$ cat config.mk
export PLATFORM = sky130hd
export DESIGN_NAME = row_load_cmd_parser
export DESIGN_NICKNAME = d
export VERILOG_FILES = /design/src/rtl/row_load_cmd_parser.sv
export SDC_FILE = /design/constraint.sdc
export NUM_CORES = 1
export LEC_CHECK = 0
export CORE_UTILIZATION = 56
export DETAILED_ROUTE_END_ITERATION = 7
export HOLD_SLACK_MARGIN = 0.15
export PLACE_DENSITY = 0.87
export SYNTH_ARGS = -nofsm -noshare
export SYNTH_HDL_FRONTEND = slang
export SYNTH_SLANG_ARGS = --single-unit
$ cat constraint.sdc
create_clock -name clk_in -period 2.8 [get_ports clk_in]
set_input_delay 0.42 -clock clk_in [delete_from_list [all_inputs] [get_ports clk_in]]
set_output_delay 0.42 -clock clk_in [all_outputs]
set_load 0.005 [all_outputs]
$ cat src/rtl/row_load_cmd_parser.sv
// Row-load command decoder: turns a UART byte stream of 'L', row, {hi,lo} x N into
// framebuffer pixel writes, with row completion and abort (framing/timeout) pulses.
module row_load_cmd_parser #(
  parameter int unsigned ROW_WIDTH      = 5,
  parameter int unsigned COL_WIDTH      = 6,
  parameter int unsigned PIXELS_PER_ROW = 64,
  parameter logic [7:0]  CMD_BYTE       = 8'h4C,
  parameter int unsigned TIMEOUT_TICKS  = 10000,
  parameter int unsigned TIMEOUT_WIDTH  = 16
) (
  input  logic                           clk_in,
  input  logic                           reset,
  input  logic [7:0]                     rx_data,
  input  logic                           rx_valid,
  output logic [ROW_WIDTH+COL_WIDTH-1:0] ram_write_addr,
  output logic [15:0]                    ram_write_data,
  output logic                           ram_write_enable,
  output logic                           row_done,
  output logic                           busy,
  output logic                           frame_error
);

  localparam logic [1:0] StIdle  = 2'd0;
  localparam logic [1:0] StRow   = 2'd1;
  localparam logic [1:0] StPixHi = 2'd2;
  localparam logic [1:0] StPixLo = 2'd3;

  localparam logic [COL_WIDTH-1:0]     LastCol   = COL_WIDTH'(PIXELS_PER_ROW - 1);
  localparam logic [TIMEOUT_WIDTH-1:0] TermCount = TIMEOUT_WIDTH'(TIMEOUT_TICKS - 1);

  logic [1:0]                     state_q, state_d;
  logic [ROW_WIDTH-1:0]           row_q, row_d;
  logic [COL_WIDTH-1:0]           col_q, col_d;
  logic [7:0]                     hi_q, hi_d;
  logic [TIMEOUT_WIDTH-1:0]       timer_q, timer_d;
  logic [ROW_WIDTH+COL_WIDTH-1:0] addr_q, addr_d;
  logic [15:0]                    data_q, data_d;
  logic                           we_q, we_d;
  logic                           done_q, done_d;
  logic                           err_q, err_d;

  logic row_bad;
  logic timeout_hit;

  assign row_bad = (rx_data >> ROW_WIDTH) != 8'd0;

  // A byte arriving on the terminal-count cycle wins over the timeout.
  assign timeout_hit = (state_q != StIdle) && !rx_valid && (timer_q == TermCount);

  always_comb begin
    timer_d = timer_q + TIMEOUT_WIDTH'(1);
    if (state_q == StIdle || rx_valid) begin
      timer_d = '0;
    end
  end

  always_comb begin
    state_d = state_q;
    row_d   = row_q;
    col_d   = col_q;
    hi_d    = hi_q;
    addr_d  = addr_q;
    data_d  = data_q;
    we_d    = 1'b0;
    done_d  = 1'b0;
    err_d   = 1'b0;

    unique case (state_q)
      StIdle: begin
        if (rx_valid && rx_data == CMD_BYTE) begin
          state_d = StRow;
        end
      end
      StRow: begin
        if (rx_valid) begin
          if (row_bad) begin
            err_d   = 1'b1;
            state_d = StIdle;
          end else begin
            row_d   = rx_data[ROW_WIDTH-1:0];
            col_d   = '0;
            state_d = StPixHi;
          end
        end
      end
      StPixHi: begin
        if (rx_valid) begin
          hi_d    = rx_data;
          state_d = StPixLo;
        end
      end
      StPixLo: begin
        if (rx_valid) begin
          addr_d = {row_q, col_q};
          data_d = {hi_q, rx_data};
          we_d   = 1'b1;
          if (col_q == LastCol) begin
            done_d  = 1'b1;
            state_d = StIdle;
          end else begin
            col_d   = col_q + COL_WIDTH'(1);
            state_d = StPixHi;
          end
        end
      end
      default: state_d = StIdle;
    endcase

    // Abort drops any half-received pixel; no write is issued.
    if (timeout_hit) begin
      err_d   = 1'b1;
      state_d = StIdle;
    end
  end

  always_ff @(posedge clk_in) begin
    if (reset) begin
      state_q <= StIdle;
      row_q   <= '0;
      col_q   <= '0;
      hi_q    <= '0;
      timer_q <= '0;
      addr_q  <= '0;
      data_q  <= '0;
      we_q    <= 1'b0;
      done_q  <= 1'b0;
      err_q   <= 1'b0;
    end else begin
      state_q <= state_d;
      row_q   <= row_d;
      col_q   <= col_d;
      hi_q    <= hi_d;
      timer_q <= timer_d;
      addr_q  <= addr_d;
      data_q  <= data_d;
      we_q    <= we_d;
      done_q  <= done_d;
      err_q   <= err_d;
    end
  end

  assign ram_write_addr   = addr_q;
  assign ram_write_data   = data_q;
  assign ram_write_enable = we_q;
  assign row_done         = done_q;
  assign frame_error      = err_q;
  assign busy             = state_q != StIdle;

endmodule

==> results.rst <==
.. list-table::
   :header-rows: 1

   * - Metric
     - Value
   * - Fill count
     - 330
   * - Effective utilization at floorplan
     - 59.30%
   * - Portion of the post-synthesis area used by sequential elements
     - 51.24%
   * - Hold Vio Cnt, Final
     - 0
   * - Share of the synthesized netlist area taken by xor and xnor gates
     - 3.346%
   * - Global-route usage over all layers
     - 24.09%
   * - Total die area
     - 4951 sq um
   * - DR vias/cell
     - 5.587
   * - Global placer's final weighted congestion
     - 0.8015
   * - Synthesized instance count
     - 300
   * - Area share of fa/ha/maj cells after synthesis
     - 0.9560%
   * - Asr flop ratio synth
     - 0%
   * - Pwr Density
     - 556.2 nW/um^2
   * - Global-route wire length before repair
     - 9349 um
   * - Largest area contributor in the netlist
     - sky130_fd_sc_hd__dfxtp_1
   * - Count of state elements after synthesis
     - 67
   * - Number of synthesis warnings
     - 0
   * - Main combinational cell family by area after synthesis
     - simple AND/OR/NAND/NOR gates
   * - Count of cells resized by post-cts repair
     - 0
   * - Max Clk Rate
     - 484.1 MHz
   * - Number of flops mapped to enable cells by yosys
     - 0
   * - Clk root buf
     - sky130_fd_sc_hd__clkbuf_8
   * - Most frequently used cell type in the post-synthesis netlist
     - sky130_fd_sc_hd__dfxtp_1
   * - Routed Wire Length
     - 5523 um
   * - Top-Level Pins
     - 42
   * - Number of placement rows
     - 24
   * - Maximum resistive drop on vdd
     - 0.4204 mV
   * - Area contributors post-synth
     - sky130_fd_sc_hd__dfxtp_1, sky130_fd_sc_hd__nand2_1, sky130_fd_sc_hd__a21oi_1
   * - Status
     - finished, final reports clean
   * - CTS tree
     - built
   * - Setup Total Neg Slack
     - 0 ps
   * - Count of port buffers added during placement
     - 41
   * - Mean post-synth cell area
     - 8.725 sq um
   * - Number of buffers added by the clock tree synthesis step
     - 9
   * - Top fanout value on the critical path
     - 11
   * - Hold/Removal Path Class
     - reg2reg
   * - Final setup violation count
     - 0
   * - CP arrival
     - 1650 ps
   * - Number of max-slew violations in the final report
     - 0
   * - Setup bufs post-CTS
     - 0
   * - Sinks on Clock Net
     - 67
   * - Worst-skew pair later-pin latency
     - 340 ps
   * - RSZ-0062 raised after global routing
     - false
   * - Critical Path Slowest Stage Cell
     - sky130_fd_sc_hd__dfxtp_1
   * - Antenna Violating Nets Remaining
     - 0
   * - Die boundary height
     - 70.37 um
   * - Via count of the first global-routing pass
     - 2031
   * - First drt pass iteration count
     - 4
   * - Distinct cell type count after synthesis
     - 40
   * - Total half-perimeter wirelength after legalization and detailed placement
     - 3694 um
   * - DRC viols
     - 0
   * - Setup crit end kind
     - output pin
   * - Kind of start point of the critical path
     - flop
   * - Diodes inserted
     - 0
   * - Post-Route Skew
     - 9.824 ps
   * - Synth Flop Type
     - sky130_fd_sc_hd__dfxtp_1
   * - Area share of and/or/nand/nor cells after synthesis
     - 24.95%
   * - Cell-by-cell listing of the critical path
     - or2_2 -> clkdlybuf4s50_1
   * - Aggregate global routing overflow
     - 0
   * - Min cycle time layout
     - 2066 ps
   * - # Max-Cap Violations
     - 0
   * - CP Class
     - reg2out
   * - Synth-to-layout area growth
     - 24.09%
   * - Most instantiated cells after synthesis
     - sky130_fd_sc_hd__dfxtp_1, sky130_fd_sc_hd__nand2_1, sky130_fd_sc_hd__a21oi_1
   * - Number of antenna violations at the first check in global routing
     - 0
   * - WP data required
     - 2380 ps
   * - Width of the chip
     - 70.37 um
   * - Initial detailed-routing violation count
     - 218
   * - Total Nets Final
     - 351
   * - Area inside the core boundary
     - 4414 sq um
   * - Share of the synthesized area in the top cell type
     - 51.24%
   * - Via count
     - 2207
   * - LEAKAGE
     - 1.167 nW
   * - Post-cts hold buffer count
     - 0
   * - Worst stage delay on the critical path
     - 600 ps
   * - Total number of H-tree levels
     - 3
   * - Synthesized-area fraction occupied by ao, oa, aoi and oai cells
     - 10.99%
   * - Post-DR wirelength/cell
     - 13.98 um
   * - Combined area of all synthesized cells
     - 2618 sq um
   * - Multiplexer fraction of the synthesized cell area
     - 5.354%
   * - Clock buffer depth
     - 2
   * - Relative slew margins
     - 64.74%
   * - Worst Tran Pin Value
     - 528.9 ps
   * - Largest net degree at the start of global routing
     - 52
   * - Synth Net Count
     - 313
   * - Final cycle utilization of the critical path
     - 73.77%
   * - Clock-pin slew of the registers on the worst-case setup and hold paths
     - 70 ps
   * - Worst setup slack for register-to-register paths
     - 950 ps
   * - Layout cell share with drive strength beyond 1
     - 6.997%
   * - Post-layout util
     - 73.58%
## placed cells by master (no fill, tap or decap), types with 2 or more instances in the layout
master,instances
sky130_fd_sc_hd__dfxtp_1,67
sky130_fd_sc_hd__nand2_1,64
sky130_fd_sc_hd__clkdlybuf4s50_1,41
sky130_fd_sc_hd__a21oi_1,33
sky130_fd_sc_hd__nor2_1,30
sky130_fd_sc_hd__mux2i_1,14
sky130_fd_sc_hd__clkbuf_8,11
sky130_fd_sc_hd__nand3_1,9
sky130_fd_sc_hd__or3_1,7
sky130_fd_sc_hd__xor2_1,7
sky130_fd_sc_hd__a31oi_1,6
sky130_fd_sc_hd__and3_1,5
sky130_fd_sc_hd__buf_4,4
sky130_fd_sc_hd__nand4_1,3
sky130_fd_sc_hd__o21ai_0,3
sky130_fd_sc_hd__and4_1,3
sky130_fd_sc_hd__xnor2_1,3
sky130_fd_sc_hd__nor3b_1,2
sky130_fd_sc_hd__nor2b_1,2
sky130_fd_sc_hd__nor3_1,2
sky130_fd_sc_hd__o211ai_1,2
sky130_fd_sc_hd__or4_1,2
sky130_fd_sc_hd__ha_1,2
sky130_fd_sc_hd__clkinv_2,2
## kinds of logic after synthesis
kind of cell               after synthesis
DFF                                     67
and+or+nand+nor                        139
adders and majority gates                2
muxes                                   14
xor gates and xnor gates                10
AOI/OAI and AO/OA                       49
buffers and inverters                   19
## through the flow
stage	hold slack [ps]	cell area (sq um)	power [mW]	cells	setup slack (ps)
2_1_floorplan	426.1	2618	0.9885	300	1245
3_3_place_gp	438.6	3044	1.014	379	575.9
3_5_place_dp	446.6	3044	1.014	379	503.9
4_1_cts	455.4	3248	1.814	395	736.3
5_1_grt	469.5	3248	1.862	395	678.2
6_report	451.9	3248	1.807	395	734.5
## sequential cells by signal (all words and copies together) (netlist names)
name	cells
frame_error	1
ram_write_addr	11
ram_write_data	16
state_q	2
row_done	1
ram_write_enable	1
timer_q	16
row_q	5
col_q	6
hi_q	8
## cell type report
class | instances | area (sq um) | share of cell area [%]
sequential | 67 | 1341 | 41.29
inverter | 1 | 3.754 | 0.1156
clock inverter | 4 | 48.80 | 1.502
clock buffer | 12 | 155.1 | 4.777
timing repair buffer | 45 | 440.4 | 13.56
tap | 52 | 65.06 | 2.003
multi-input combinational | 214 | 1194 | 36.75
## layer usage
| metal | wire, um | GRT usage [%] | vias up |
|---|---|---|---|
| met5 | 0 | 0 | - |
| met4 | 141 | 12.89 | 0 |
| met3 | 229 | 5.483 | 16 |
| met2 | 2623 | 37.99 | 61 |
| met1 | 2528 | 30.45 | 1029 |
| li1 | - | - | 1101 |
## worst max-delay path, delay by kind of cell (launching register included)
family | cells | cell delay [ps]
DFF | 1 | 600
buffers and inverters | 1 | 500
and+or+nand+nor | 1 | 210
## path summary, 6_finish.rpt
| check | startpoint | to | depth (start not counted) |
|---|---|---|---|
| worst max-delay path | state_q[1]$_SDFFE_PP0P_ | busy | 2 |
| worst min-delay path | ram_write_addr[0]$_SDFFE_PP0N_ | ram_write_addr[0]$_SDFFE_PP0N_ | 2 |
| worst min register to register | ram_write_addr[0]$_SDFFE_PP0N_ | ram_write_addr[0]$_SDFFE_PP0N_ | 2 |
| worst max register to register | state_q[1]$_SDFFE_PP0P_ | timer_q[14]$_SDFF_PP0_ | 4 |
## power breakdown
part           internal (mW)  leakage (nW)  total [mW]  switching, mW
Sequential             0.952         0.539       0.953      0.0000766
Combinational         0.0168         0.521      0.0398         0.0230
Clock                  0.459         0.106       0.814          0.356
No activity file was read; power rests on OpenSTA's default activity.
==> patch: new RTL, same settings <==
Register the output `frame_error` once more, cleared by the reset; this adds one clock of latency there. The other outputs are not delayed to match.
--- a/src/rtl/row_load_cmd_parser.sv
+++ b/src/rtl/row_load_cmd_parser.sv
@@ -144,5 +144,11 @@
   assign ram_write_enable = we_q;
   assign row_done         = done_q;
-  assign frame_error      = err_q;
+  always_ff @(posedge clk_in) begin
+    if (reset) begin
+      frame_error <= '0;
+    end else begin
+      frame_error <= err_q;
+    end
+  end
   assign busy             = state_q != StIdle;
 
Function: changed (a bounded check fails within 4 cycles, from zero or initial values and one cycle with reset high).
==> patch against the unedited design <==
  * Clock power shrank 18%
  * Sequential cell count grew 1
  * Clock skew is 3.1 ps lower
  * Synthesized cell count up 3.7%
  * Cell area increased by 0.46%
  * Power decreased by 7.6%
  * Register-to-register slack lost 70 ps
  * Sequential share of layout area increased by 0.42 points
  * Largest cell class unchanged
  * Non-clock buffer count unchanged
  * Routed wire length increased by 0.56%
  * Setup slack improved by 65 ps
  * Area after synthesis rose by 3.2%
==> patch: results (changes against the unedited design) <==
[synth]
synth_fa_ha_area_share_pct=0.927  ; was 0.956%
synth_common_cells=sky130_fd_sc_hd__dfxtp_1 (68), sky130_fd_sc_hd__nand2_1 (63), sky130_fd_sc_hd__a21oi_1 (34), sky130_fd_sc_hd__nor2_1 (29), sky130_fd_sc_hd__mux2i_1 (13)  ; was sky130_fd_sc_hd__dfxtp_1 (67), sky130_fd_sc_hd__nand2_1 (64), sky130_fd_sc_hd__a21oi_1 (33), sky130_fd_sc_hd__nor2_1 (30), sky130_fd_sc_hd__mux2i_1 (14)
synth_xor_xnor_area_share_pct=3.24  ; was 3.35%
syn_nets=324  ; was 313
synth_compound_area_share_pct=10.8  ; was 11.0%
post_synth_mux_area_share_pct=4.82  ; was 5.35%

[outcome]
run_status=completed  ; unchanged

[worst_setup_path]
critical_path_arrival_ps=1580  ; was 1650 ps
r2r_setup_slack_ps=880  ; was 950 ps

[finish]
drive_gt1_share_pct=6.29  ; was 7.00%
seq_area_sq_um=1360  ; was 1340 sq um
comb.multi_input.count=221  ; was 214
postLayoutCoreUtil_pct=72.4  ; was 73.6%
final-nonclk-buf-share_pct=13.7  ; was 13.6%
nets=360  ; was 351
final-instance-count-excl-fill=402  ; was 395
clk_share_pct=4.79  ; was 6.28%
clockBufferCount=11  ; was 12

[hold_path]
whs_path_depth=1  ; was 2
worst_hold_path.endpoint=frame_error$_SDFF_PP0_  ; was ram_write_addr[0]$_SDFFE_PP0N_
hold_path_startpoint=err_q$_SDFF_PP0_  ; was ram_write_addr[0]$_SDFFE_PP0N_

[die]
die_width_microns=71.4  ; was 70.4 microns

[sta]
finalClockSkew_ps=6.76  ; was 9.82 ps

[placed_design]
globalplace.congestion=0.823  ; was 0.802
numPlacedInstances=388  ; was 379
post-place-ws_ps=511  ; was 504 ps
post-dp-hpwl_microns=3750  ; was 3690 microns

[detailed_routing]
drt-initial-drc-count=136  ; was 218
routed-via-count=2273  ; was 2207

[pwr]
netSwitchingPower_w=0.000357  ; was 0.000379 W
ir_drop_mv=0.401  ; was 0.420 mV
power_frac_seq_pct=57.9  ; was 52.7%
power.clock.fraction_pct=39.8  ; was 45.1%

[global_route]
vias_in_the_first_global_route=2009  ; was 2031
grt_max_degree=54  ; was 52

[patch: cell count changes in the layout (fill, tap and decap cells not counted), moves of 2 or more]
cell	unedited run	this run
sky130_fd_sc_hd__nand3b_1	1	3
sky130_fd_sc_hd__a31oi_1	6	0
sky130_fd_sc_hd__nor3_1	2	9
sky130_fd_sc_hd__o21ai_0	3	6
sky130_fd_sc_hd__and3_1	5	2
sky130_fd_sc_hd__nand3_1	9	11
[patch: metal layers]
metal	track usage [%]	vias up	part of all wire (%)
li1	-	1135	-
met1	29.1	1076	45
met2	38.3	57	50
met3	5.91	5	3.7
met4	10.4	0	1.1
met5	0	-	0
[patch: worst max path at each step]
stage | endpoint | slack (ps) | cells after the start
after floorplan | timer_q[14]$_SDFF_PP0_ | 1140 | 5
after global placement | timer_q[14]$_SDFF_PP0_ | 530 | 4
after detailed placement | timer_q[14]$_SDFF_PP0_ | 510 | 4
after CTS | busy | 800 | 3
after global routing | busy | 720 | 3
final | busy | 800 | 3
